==> src/rtl/pbd_pkg.sv <==
// Shared constants and helpers for the scanned one-hot decoder.
package pbd_pkg;

  localparam int unsigned MAX_SEL_W = 8;
  localparam int unsigned MAX_N     = 1 << MAX_SEL_W;

  localparam logic MODE_DIRECT = 1'b0;
  localparam logic MODE_SCAN   = 1'b1;

  // Scan phase: showing the current slot, or the break-before-make gap.
  typedef enum logic {
    PH_SHOW  = 1'b0,
    PH_BLANK = 1'b1
  } phase_e;

  // One-hot of idx at the widest supported size; callers truncate.
  function automatic logic [MAX_N-1:0] onehot(input logic [MAX_SEL_W-1:0] idx);
    logic [MAX_N-1:0] v;
    v      = '0;
    v[idx] = 1'b1;
    return v;
  endfunction

  // Map an active-high vector to the output polarity.
  function automatic logic [MAX_N-1:0] apply_pol(input logic [MAX_N-1:0] v,
                                                 input logic act_low);
    return act_low ? ~v : v;
  endfunction

endpackage

==> src/rtl/pbd_scan_onehot_dec.sv <==
// Combinational binary-to-one-hot decoder with enable (active-high result).
module onehot_dec
  import pbd_pkg::*;
#(
  parameter int unsigned SEL_W = 2
) (
  input  logic [SEL_W-1:0]        sel_i,
  input  logic                    en_i,
  output logic [(1<<SEL_W)-1:0]   y_o_c
);

  localparam int unsigned N = 1 << SEL_W;

  // All zeros when disabled, otherwise exactly one bit set.
  always_comb begin
    y_o_c = '0;
    if (en_i) y_o_c = N'(onehot(MAX_SEL_W'(sel_i)));
  end

endmodule

==> src/rtl/pbd_scan.sv <==
// Clocked one-hot decoder with direct select or a self-timed scan pointer.
module pbd_scan
  import pbd_pkg::*;
#(
  parameter int unsigned SEL_W   = 2,
  parameter int unsigned DWELL_W = 4,
  parameter bit          ACT_LOW = 1'b0,
  parameter bit          BLANK   = 1'b0
) (
  input  logic                    clk,
  input  logic                    rst_n,
  input  logic                    en,
  input  logic                    mode,
  input  logic [SEL_W-1:0]        sel,
  input  logic [DWELL_W-1:0]      dwell,
  output logic [(1<<SEL_W)-1:0]   y,
  output logic [SEL_W-1:0]        cur,
  output logic                    wrap
);

  localparam int unsigned N = 1 << SEL_W;
  localparam logic [N-1:0] Y_IDLE = ACT_LOW ? {N{1'b1}} : {N{1'b0}};

  phase_e             ph_q, ph_d;
  logic [SEL_W-1:0]   cur_q, cur_d;
  logic [DWELL_W-1:0] cnt_q, cnt_d;
  logic               wrap_q, wrap_d;
  logic [N-1:0]       y_q, y_d;
  logic               show_d;
  logic [N-1:0]       dec_c;

  // Decode the next pointer value; blanked or disabled cycles decode to zero.
  onehot_dec #(.SEL_W(SEL_W)) u_dec (
    .sel_i (cur_d),
    .en_i  (show_d),
    .y_o_c (dec_c)
  );

  // Output polarity applied before the y register.
  always_comb y_d = N'(apply_pol(MAX_N'(dec_c), ACT_LOW));

  // Next pointer/counter/phase; blank cycles do not consume dwell.
  always_comb begin
    ph_d   = ph_q;
    cur_d  = cur_q;
    cnt_d  = cnt_q;
    wrap_d = 1'b0;
    show_d = 1'b0;
    if (en) begin
      if (mode == MODE_DIRECT) begin
        cur_d  = sel;
        cnt_d  = '0;
        ph_d   = PH_SHOW;
        show_d = 1'b1;
      end else if (ph_q == PH_BLANK) begin
        ph_d   = PH_SHOW;
        show_d = 1'b1;
      end else if (cnt_q >= dwell) begin
        cnt_d  = '0;
        cur_d  = cur_q + SEL_W'(1);
        wrap_d = (cur_q == {SEL_W{1'b1}});
        if (BLANK) begin
          ph_d   = PH_BLANK;
          show_d = 1'b0;
        end else begin
          show_d = 1'b1;
        end
      end else begin
        cnt_d  = cnt_q + DWELL_W'(1);
        show_d = 1'b1;
      end
    end
  end

  // State and output registers.
  always_ff @(posedge clk or negedge rst_n) begin
    if (!rst_n) begin
      ph_q   <= PH_SHOW;
      cur_q  <= '0;
      cnt_q  <= '0;
      wrap_q <= 1'b0;
      y_q    <= Y_IDLE;
    end else begin
      ph_q   <= ph_d;
      cur_q  <= cur_d;
      cnt_q  <= cnt_d;
      wrap_q <= wrap_d;
      y_q    <= y_d;
    end
  end

  assign y    = y_q;
  assign cur  = cur_q;
  assign wrap = wrap_q;

endmodule
==> config.mk <==
export PLATFORM = sky130hd
export DESIGN_NAME = pbd_scan
export DESIGN_NICKNAME = d
export VERILOG_FILES = /design/src/rtl/pbd_pkg.sv /design/src/rtl/pbd_scan_onehot_dec.sv /design/src/rtl/pbd_scan.sv
export SDC_FILE = /design/constraint.sdc
export NUM_CORES = 1
export LEC_CHECK = 0
export CORE_MARGIN = 4
export CORE_UTILIZATION = 43
export DETAILED_ROUTE_END_ITERATION = 10
export PLACE_DENSITY_LB_ADDON = 0.08
export REMOVE_ABC_BUFFERS = 1
export SLEW_MARGIN = 25
export SYNTH_ARGS = -nofsm -noshare
export SYNTH_HDL_FRONTEND = slang
export SYNTH_SLANG_ARGS = --single-unit
==> constraint.sdc <==
create_clock -name clk -period 1.9 [get_ports clk]
set_clock_uncertainty 0.1 [all_clocks]
set_input_delay 0.475 -clock clk [delete_from_list [all_inputs] [get_ports clk]]
set_output_delay 0.475 -clock clk [all_outputs]
set_load 0.01 [all_outputs]
=== Word level (Yosys, flattened, before mapping) ===
Index checks and enable logic that the tools add are counted.
W data, S select, Z words.

* Output and inout bits: 7
* Word-level logic and storage cells: 23
* Input port bits: 10
* Flip-flop bits (word level): 11

* $add $sub $neg: 2
* Equality and inequality tests: 1
* Order comparisons: 3
* Mux-type cells: 12
* Reductions and logical operators: 1

{| class="wikitable"
|+ Operators with widths
! operator !! number
|-
| $mux W4 || 3
|-
| $lt A2 B9 Y1 const B || 1
|-
| $mux W2 || 3
|-
| $mux W1 || 5
|-
| $add A4 B1 Y4 const B || 1
|-
| $ge A4 B4 Y1 || 1
|-
| $add A2 B1 Y2 const B || 1
|-
| $demux W1 S2 || 1
|-
| $eq A2 B2 Y1 const B || 1
|-
| $ge A2 B1 Y1 const B || 1
|-
| $logic_and A1 B1 Y1 || 1
|}

=== Logic depth before layout (Yosys ltp) ===
Gate-level depths: netlist of the first run.

* Depth in word-level cells: 9
* Depth in mapped cells: 7
* Mapped depth without buffers: 7

=== Cells and area by module ===
A second synthesis of the first run with hierarchy kept.

* Cell total of the unflattened synthesis: 62
* Area total of the unflattened synthesis: 649.4 um^2

{| class="wikitable"
|+ Modules (own cells, without submodules)
! module !! area an instance (um^2) !! instances !! sequential area each (um^2) !! cells an instance
|-
| pbd_scan || 611.8 || 1 || 275.3 || 58
|-
| onehot_dec || 37.5 || 1 || 0.0 || 4
|}

=== Worst setup path after synthesis of the first run ===
OpenSTA, ideal clock, no wires.

* Path type: input to register
* Start: in dwell[0]
* End: reg y_q[2], in the netlist y[2]
* Buffers on the path: 0
* Cell stages on the path: 6
* Data required time: 1.693 ns
* Path slack: -0.269 ns
* Arrival: 1.963 ns
* Library setup time: 0.107 ns
* Cell sequence: ha_1 > nand2b_4 > a2111oi_4 > o21ai_2 > o211a_4 > a2111oi_4

* Cells in the longest elaborated chain, start to end: 9
* Elaborated cells between the ends (all ways): 10
* Classes of those cells: 3 x order compare; 6 x mux; 1 x reduce/logical

{| class="wikitable"
|+ RTL lines
! what !! line !! text
|-
| start: declaration || pbd_scan.sv:15 || <nowiki>input logic [DWELL_W-1:0] dwell,</nowiki>
|-
| $ge A4 B4 Y1 (*) || pbd_scan.sv:58 || <nowiki>end else if (cnt_q >= dwell) begin</nowiki>
|-
| $mux W2 (*) || pbd_scan.sv:58 ||
|-
| $mux W2 (*) || pbd_scan.sv:50 || <nowiki>if (mode == MODE_DIRECT) begin</nowiki>
|-
| $mux W2 (*) || pbd_scan.sv:49 || <nowiki>if (en) begin</nowiki>
|-
| $lt A2 B9 Y1 (not written as such) or $ge A2 B1 Y1 (tied branches) || pbd_pkg.sv:20 || <nowiki>v[idx] = 1'b1;</nowiki>
|-
| $logic_and A1 B1 Y1 (not written as such) || pbd_pkg.sv:20 ||
|-
| $mux W1 (not written as such) || pbd_pkg.sv:20 ||
|-
| $demux W1 S2 (*) || n/a ||
|-
| $mux W4 (*) || pbd_scan_onehot_dec.sv:17 || <nowiki>if (en_i) y_o_c = N'(onehot(MAX_SEL_W'(sel_i)));</nowiki>
|-
| net dec_c[2] || pbd_scan.sv:30 || <nowiki>logic [N-1:0] dec_c;</nowiki>
|-
| end signal: assignment || pbd_scan.sv:88 || <nowiki>y_q <= y_d;</nowiki>
|-
| end: declaration || pbd_scan.sv:28 || <nowiki>logic [N-1:0] y_q, y_d;</nowiki>
|}

The timed path passes the listed nets; every way through them passes the cells marked *.
A chain may end at the register's enable or synchronous reset.

=== Worst setup path in the final report of the first run ===
* Start: reg cnt_q[0]
* End: reg y_q[2], in the netlist y[2]

* Cells in the longest elaborated chain, start to end: 9
* Elaborated cells between the ends (all ways): 10
* Classes of those cells: 3 x order compare; 6 x mux; 1 x reduce/logical

{| class="wikitable"
|+ RTL lines
! what !! line !! text
|-
| start: declaration || pbd_scan.sv:26 || <nowiki>logic [DWELL_W-1:0] cnt_q, cnt_d;</nowiki>
|-
| start signal: assignment || pbd_scan.sv:86 || <nowiki>cnt_q <= cnt_d;</nowiki>
|-
| $ge A4 B4 Y1 (*) || pbd_scan.sv:58 ||
|-
| $mux W2 (*) || pbd_scan.sv:58 ||
|-
| $mux W2 (*) || pbd_scan.sv:50 ||
|-
| $mux W2 (*) || pbd_scan.sv:49 ||
|-
| $lt A2 B9 Y1 (not written as such) or $ge A2 B1 Y1 (tied branches) || pbd_pkg.sv:20 ||
|-
| $logic_and A1 B1 Y1 (not written as such) || pbd_pkg.sv:20 ||
|-
| $mux W1 (not written as such) || pbd_pkg.sv:20 ||
|-
| $demux W1 S2 (*) || n/a ||
|-
| $mux W4 (*) || pbd_scan_onehot_dec.sv:17 ||
|-
| net dec_c[2] || pbd_scan.sv:30 ||
|}

Marked as above.

==> run summary, run 1 <==
The run gives 113 as the cell count after placement. The logs give 0 for the count of synthesis-stage warnings from yosys and 729 sq um for the mapped cell area. The run finished, with violations left.

Setup violations remaining at the end of the flow were counted as 5. Post-route antenna net violation count: 0. The post-synthesis average cell area is 10.4 sq um, and the cell area power density is 975 nW/um^2.

The effective utilization at floorplan was 0.468. The start-to-end type of the worst setup path was reg2reg. Category of the worst setup path capture point: a register. Yosys mapped a number of flops with a built-in enable equal to 0. Data arrives at the worst endpoint at 2.14 ns. The detailed router finished its first iteration with 18 violations. Based on the critical path, the design can be clocked at up to 481 MHz. Die boundary height: 49.2 um. The pre-antenna-repair detailed-routing pass consisted of 4 iterations.

The shortest clock period the worst path allows after layout was 2.08 ns. Setup repair after global routing could not meet its margin everywhere. Entering global routing, the biggest net connects 12 pins. TritonCTS built the clock tree. The final layout contains routed wiring with a total length of 1860 um. Most common cell after layout, fill and taps aside: sky130_fd_sc_hd__buf_4.

The cell count after synthesis came out at 70. Summing over every cut layer, the via total after detailed routing is 667. IR analysis of the VDD net gives a maximum drop of 0.513 mV. Data on the critical path is required at its endpoint by 1.96 ns.

The async set or reset register ratio after synthesis is 1.00, and the number of distinct library cells after synthesis is 30. The chip width is 49.2 um. The path class of the tightest hold or removal check is in2async. In this run the static leakage power is 0.536 nW. First-pass GRT wire length: 3220 um.

The share of the clock period used by the worst path after layout is 1.09, and the total power of the final layout is 1.14 mW. The largest fanout on the critical path came out at 5. In this run the tool buffered the top-level ports with 16 buffer cells. The total clock sinks was 11.

Buffer cell driving the clock tree root: sky130_fd_sc_hd__clkbuf_4. Registers take 275 sq um. The final reports fail on negative setup slack. Summing all multi-input logic gate instances after layout gives 513 sq um. The logs give 0.26 ns for the clock insertion delay at the later pin of the skew report and 0.377 for the sequential share of the synthesized area.

The fraction of final layout cells with drive strength greater than 1 came out at 0.406. The routed wire length per instance is 15.3 um. For this run, the number of standard cells in the final layout without fillers is 122.

After the last flow step, the layout net total stands at 123. Weighted congestion at the end of routability-driven global placement: 0.809. The synthesized design contains 11 register bits.

The total DRC errors in the routed layout was 0. The count of maximum capacitance violations was 0; the number of top-level design ports was 17. The top cell types in the final layout, fill and taps aside, are 15 x sky130_fd_sc_hd__buf_4, 11 x sky130_fd_sc_hd__dfrtp_1, 10 x sky130_fd_sc_hd__clkdlybuf4s50_1, 7 x sky130_fd_sc_hd__nand2_1, 6 x sky130_fd_sc_hd__inv_1. The logs give 0.643 for the worst max-slew margin expressed relative to the limit and 1560 sq um for the placeable core region.

The area growth from synthesis to layout was 60.7%. After detailed routing, the number of vias per cell comes to 5.47. The tools report the global-route total usage across every layer as 0.172.

The run gives 717 as the number of global-route vias before repair. The most used flip-flop cell after synthesis is sky130_fd_sc_hd__dfrtp_1. The total count of max-transition violations in the final report was 0; the floorplan die area was 2420 sq um. After clock tree synthesis, the clock-pin slew on the worst setup and hold paths is 0.07 ns.

On the final layout, the worst hold slack is 0.456 ns. The total grt overflow came out at 0. The count of fill cells added during filler insertion was 110. In this run the core area contains 14 standard-cell rows.

For the number of endpoints with negative hold slack in the final report, the log shows 0. The antenna cell count is 0. The initial antenna violation count was 0. No sink is reached through more buffers than the 2 on the longest clock path. The HPWL after detailed placement is 1260 um. The slew of the pin with the lowest slew margin came out at 0.533 ns. The run gives -0.179 ns as the least setup slack across all paths after layout.

STA classifies the critical path startpoint as a register. The logs give 1 for the number of H-tree levels and 3 for the total clock buffers created by CTS.
==> cells by family after synthesis <==
family                     count (synthesis)  synth area share
adders and majority gates                  6             0.103
muxes                                      2            0.0292
buffers and inverters                     10            0.0617
and+or+nand+nor                           21             0.153
AOI/OAI and AO/OA                         18             0.252
DFF                                       11             0.377
xor gates and xnor gates                   2            0.0240
==> cell usage after synthesis, types with 2 or more instances <==
| cell type | instances | area [sq um] |
|---|---|---|
| sky130_fd_sc_hd__inv_1 | 8 | 30.0 |
| sky130_fd_sc_hd__nand3_1 | 2 | 10.0 |
| sky130_fd_sc_hd__nand2_1 | 7 | 26.3 |
| sky130_fd_sc_hd__o2bb2ai_1 | 3 | 26.3 |
| sky130_fd_sc_hd__dfrtp_1 | 11 | 275 |
| sky130_fd_sc_hd__a21oi_1 | 2 | 10.0 |
| sky130_fd_sc_hd__ha_1 | 6 | 75.1 |
| sky130_fd_sc_hd__o21ai_0 | 3 | 15.0 |
| sky130_fd_sc_hd__a31oi_1 | 2 | 12.5 |
| sky130_fd_sc_hd__a2111oi_4 | 2 | 55.1 |
| sky130_fd_sc_hd__nor2_1 | 5 | 18.8 |
==> critical path: stages (launching register included) <==
cell and delay [ns]:
sky130_fd_sc_hd__dfrtp_1 0.39, sky130_fd_sc_hd__inv_2 0.08, sky130_fd_sc_hd__ha_4 0.19, sky130_fd_sc_hd__nand2b_4 0.14, sky130_fd_sc_hd__a2111oi_4 0.29, sky130_fd_sc_hd__buf_6 0.18, sky130_fd_sc_hd__o21ai_4 0.07, sky130_fd_sc_hd__o211a_4 0.28
sky130_fd_sc_hd__a2111oi_4 0.25
==> repair_timing <==
action	in CTS	in global routing
pin swaps	10	7
endpoints found under the hold margin	0	0
hold buffers	0	0
setup buffers	6	1
gates resized for setup	19	13
endpoints found under the setup margin	11	13
==> power breakdown <==
part	switching, mW	leakage [nW]	internal (mW)
logic	0.309	0.377	0.369
registers	0.0241	0.144	0.279
clock network	0.0807	0.0150	0.0811
==> cell type report <==
| class | instances | area share |
|---|---|---|
| tap | 16 | 0.0171 |
| sequential | 11 | 0.235 |
| clock buffer | 4 | 0.0224 |
| inverter | 8 | 0.0256 |
| timing repair buffer | 34 | 0.263 |
| multi-input combinational | 49 | 0.438 |
==> sequential cells by signal (all words and copies together) (netlist names) <==
| name | count |
|---|---|
| cnt_q | 4 |
| cur | 2 |
| wrap | 1 |
| y | 4 |
==> stage by stage <==
| step | TNS (ns) | utilization | area (sq um) | worst slack, ns |
|---|---|---|---|---|
| CTS | -0.847 | 0.713 | 1110 | -0.212 |
| finish | -0.523 | 0.752 | 1170 | -0.179 |
| detailed placement | -7.05 | 0.636 | 992 | -0.854 |
| global placement | -6.42 | 0.636 | 992 | -0.749 |
| global route | -1.02 | 0.752 | 1170 | -0.254 |
| floorplan | -0.886 | - | 714 | -0.269 |
==> layer usage <==
layer / up-vias / part of all wire / global-route usage
met1: 322 / 0.46 / 0.210
li1: 322 / - / -
met2: 21 / 0.47 / 0.290
met4: 0 / 0.0059 / 0.0664
met3: 2 / 0.056 / 0.0398
met5: - / 0 / 0
==> worst paths after layout <==
| kind | cells after the start | slack (ns) | to | start |
|---|---|---|---|---|
| setup / recovery | 8 | -0.18 | y[2] | cnt_q[0] |
| hold / removal | 1 | 0.46 | cnt_q[0] | rst_n |
| setup reg to reg | 8 | -0.18 | y[2] | cnt_q[0] |
| hold reg to reg | 3 | 0.46 | cnt_q[0] | cnt_q[0] |
| max in group asynchronous | 1 | 0.89 | cur[0] | rst_n |
| min in group clk | 3 | 0.46 | cnt_q[0] | cnt_q[0] |
Note: power is estimated with default switching activity, not from simulation.
==> inputs of run 2 (changes only) <==
- PLACE_DENSITY: unset -> 0.75
- PLACE_DENSITY_LB_ADDON: 0.08 -> unset
==> run 2 against run 1 <==
Compared with the run above: highest routed layer unchanged; register-to-register slack gained 0.03 ns; clock power shrank 4%; largest power group unchanged; the run still ends with negative setup slack left; sequential power is essentially flat.
==> run summary, run 2 (synthesis results as in run 1) <==
The run finished, with violations left. Violated checks: negative setup slack (unchanged). The run gives 0.211 (was 0.210) as the met1 global-route usage.

The run gives 688 (was 667) as the detailed-route via count. The tools report the starting DRC count in detailed routing as 27 (was 18). The start-to-end type of the worst setup path was reg2reg (unchanged). The share of the clock period used by the worst path after layout was 1.08 (was 1.09); the clock insertion delay at the later pin of the skew report was 0.27 ns (was 0.26 ns).

The row count was 14 (unchanged). The highest clock rate is 488 MHz (was 481 MHz), and the routed wire length per instance is 15.5 um (was 15.3 um). The least setup slack across all paths after layout was -0.151 ns (was -0.179 ns); the number of cells on the worst reg-to-reg path was 8 (unchanged).

The logs give 691 (was 717) for the number of global-route vias before repair and 0 (unchanged) for the total grt overflow. The most common cell after layout, fill and taps aside is sky130_fd_sc_hd__buf_4 (unchanged). The count of fill cells added during filler insertion is 101 (was 110). Number of buffers added on ports: 16 (unchanged). The floorplan die area is 2420 sq um (unchanged). The slew of the pin with the lowest slew margin came out at 0.503 ns (was 0.533 ns). Data required time of the worst path: 1.96 ns (about the same). The tools report the arrival time at the worst endpoint as 2.11 ns (was 2.14 ns).

For the quantity of hold-fixing buffers added after cts, the log shows 0 (unchanged). Cell repeated most along the worst path: sky130_fd_sc_hd__a2111oi_4 (unchanged). Shortest clock period the worst path allows after layout: 2.05 ns (was 2.08 ns). TritonCTS built the clock tree. The global-route total usage across every layer is 0.163 (was 0.172), and the total clock sinks is 11 (unchanged). The chip width works out to 49.2 um (unchanged). Total routed wirelength: 1920 um (was 1860 um). The tools report the destination of the critical timing path as y[2] (unchanged). For the worst max-slew margin expressed relative to the limit, the log shows 0.663 (was 0.643). The most used routing layer in global routing is met2 (unchanged). The tools report the count of maximum capacitance violations as 0 (unchanged). Post-route antenna net violation count: 0 (unchanged). The launching instance or port of the critical path is cnt_q[0] (unchanged). The largest vdd supply drop was 0.584 mV (was 0.513 mV). The run gives 4 (unchanged) as the number of iterations in the first detailed-routing pass. The effective utilization at floorplan came out at 0.468 (unchanged).

Routing usage on met3: 0.0520 (was 0.0398). The run gives 124 (was 122) as the post-layout instance count excluding filler cells. Buffer cell driving the clock tree root: sky130_fd_sc_hd__clkbuf_4 (unchanged).

The startpoint type of the worst setup path was a register (unchanged). The tools report the total clock buffers created by CTS as 3 (unchanged). The tools report the cell count after placement as 114 (was 113). The met2 track demand over resource was 0.268 (was 0.290); the post-CTS clock slew at the launch and capture registers of the worst setup and hold paths was 0.07 ns (about the same). The final layout net count is 125 (was 123).

The tools report the total count of max-transition violations in the final report as 0 (unchanged). The tools report the number of endpoints with negative hold slack in the final report as 0 (unchanged). The class of the most critical hold timing path was in2async (unchanged).

The largest net degree at the start of global routing is 12 (unchanged). The startpoint of the lowest-slack register-to-register path was cnt_q[0] (unchanged). The total DRC errors in the routed layout is 0 (unchanged). The buffer depth of the longest clock path is 2 (unchanged). The per-cell via count in the routed design is 5.55 (was 5.47), and the final HPWL from detailed placement is 1250 um (was 1260 um). Number of H-tree levels: 1 (unchanged). The slowest cell on the critical path was sky130_fd_sc_hd__dfrtp_1 (unchanged). The die boundary height was 49.2 um (unchanged); the maximum single-stage delay on the critical path was 0.39 ns (about the same). The number of top-level design ports came out at 17 (unchanged). The setup slack of the worst register-to-register path came out at -0.15 ns (was -0.18 ns). The cell area power density is 963 nW/um^2 (was 975 nW/um^2). The worst setup slack after placement was -0.765 ns (was -0.854 ns). Cell Chain, Critical Path: inv_2, ha_4, nand2b_4, a2111oi_4, buf_6, nor2_4, xor2_2, a2111oi_4 (was inv_2, ha_4, nand2b_4, a2111oi_4, buf_6, o21ai_4, o211a_4, a2111oi_4). The initial antenna violation count came out at 0 (unchanged).

The largest fanout on the critical path was 5 (unchanged). Setup repair after global routing could not meet its margin everywhere. The tools report the reg-to-reg endpoint as y[2] (unchanged). The number of failing setup endpoints in the final timing report was 6 (was 5); the first-pass GRT wire length was 3100 um (was 3220 um).

The run gives 1560 sq um (unchanged) as the placeable core region. The weighted congestion at the end of routability-driven global placement is 0.828 (was 0.809), and the fraction of final layout cells with drive strength greater than 1 is 0.417 (was 0.406). Area growth from synthesis to layout: 61.9% (was 60.7%). The tools report the category of the worst setup path capture point as a register (unchanged). Highest-count cells in the layout ignoring fill and taps: 15 x sky130_fd_sc_hd__buf_4, 11 x sky130_fd_sc_hd__dfrtp_1, 10 x sky130_fd_sc_hd__clkdlybuf4s50_1, 7 x sky130_fd_sc_hd__nand2_1 (was 15 x sky130_fd_sc_hd__buf_4, 11 x sky130_fd_sc_hd__dfrtp_1, 10 x sky130_fd_sc_hd__clkdlybuf4s50_1, 7 x sky130_fd_sc_hd__nand2_1, 6 x sky130_fd_sc_hd__inv_1). For the antenna cell count, the log shows 0 (unchanged).

Reported leakage power: 0.543 nW (was 0.536 nW).
==> run 2: cell count changes in the layout (fill, tap and decap cells not counted), sizes merged <==
cell          previous run  this run
buf                     18        20
dlymetal6s2s             2         1
dlygate4sd2              3         4
==> run 2: power by group <==
part	leakage [nW]	internal [mW]	total (mW)	switching, mW
Combinational	0.384	0.367	0.677	0.311
Clock	0.0150	0.0813	0.156	0.0744
Sequential	0.144	0.279	0.304	0.0247
==> run 2: repair_timing <==
action | 4_1_cts | 5_1_grt
setup endpoints to repair | 11 | 12
gates resized for setup | 17 | 14
pin swaps | 15 | 12
hold endpoints to repair | 0 | 0
cloned | 0 | 0
buffers inserted | 5 | 2
==> run 2: worst min-delay path by stage <==
stage | start | cells after the start | end | slack, ns
after floorplan | rst_n | 0 | cnt_q[0] | 0.08
final | rst_n | 1 | cnt_q[0] | 0.44
after detailed placement | cnt_q[0] | 3 | cnt_q[0] | 0.49
after global placement | cnt_q[0] | 3 | cnt_q[0] | 0.48
after CTS | rst_n | 1 | cnt_q[0] | 0.45
after global routing | rst_n | 1 | y[2] | 0.47
==> run 2: cell type report <==
class / instances / area (sq um) / area share
multi-input combinational: 49 / 503 / 0.426
timing repair buffer: 36 / 327 / 0.276
sequential: 11 / 275 / 0.233
clock buffer: 4 / 26.3 / 0.0222
tap: 16 / 20.0 / 0.0169
inverter: 8 / 30.0 / 0.0254
==> run 2: critical path: cells and delay by family, from the launching register on <==
| family | cells | cell delay (ns) |
|---|---|---|
| flops | 1 | 0.39 |
| compound gates | 2 | 0.63 |
| xor+xnor | 1 | 0.17 |
| simple gates | 2 | 0.20 |
| fa+ha+maj | 1 | 0.19 |
| buf+inv | 2 | 0.26 |
==> run 2: layer usage <==
metal | vias up | part of all wire | routed length (um)
met5 | - | 0 | 0
met4 | 0 | 0.0052 | 10
met3 | 2 | 0.062 | 120
met2 | 25 | 0.49 | 936
met1 | 333 | 0.45 | 855
li1 | 328 | - | -
==> run 2: metrics by stage <==
step                utilization  instance area (sq um)  setup TNS [ns]  total power [mW]  hold WS, ns
finish                    0.758                   1180          -0.659              1.14        0.441
global placement          0.641                   1000           -6.35             0.799        0.477
detailed placement        0.641                   1000           -6.64             0.810        0.493
floorplan                     -                    714          -0.886             0.588       0.0794
CTS                       0.716                   1120          -0.761              1.07        0.454
global route              0.758                   1180           -1.17              1.22        0.470
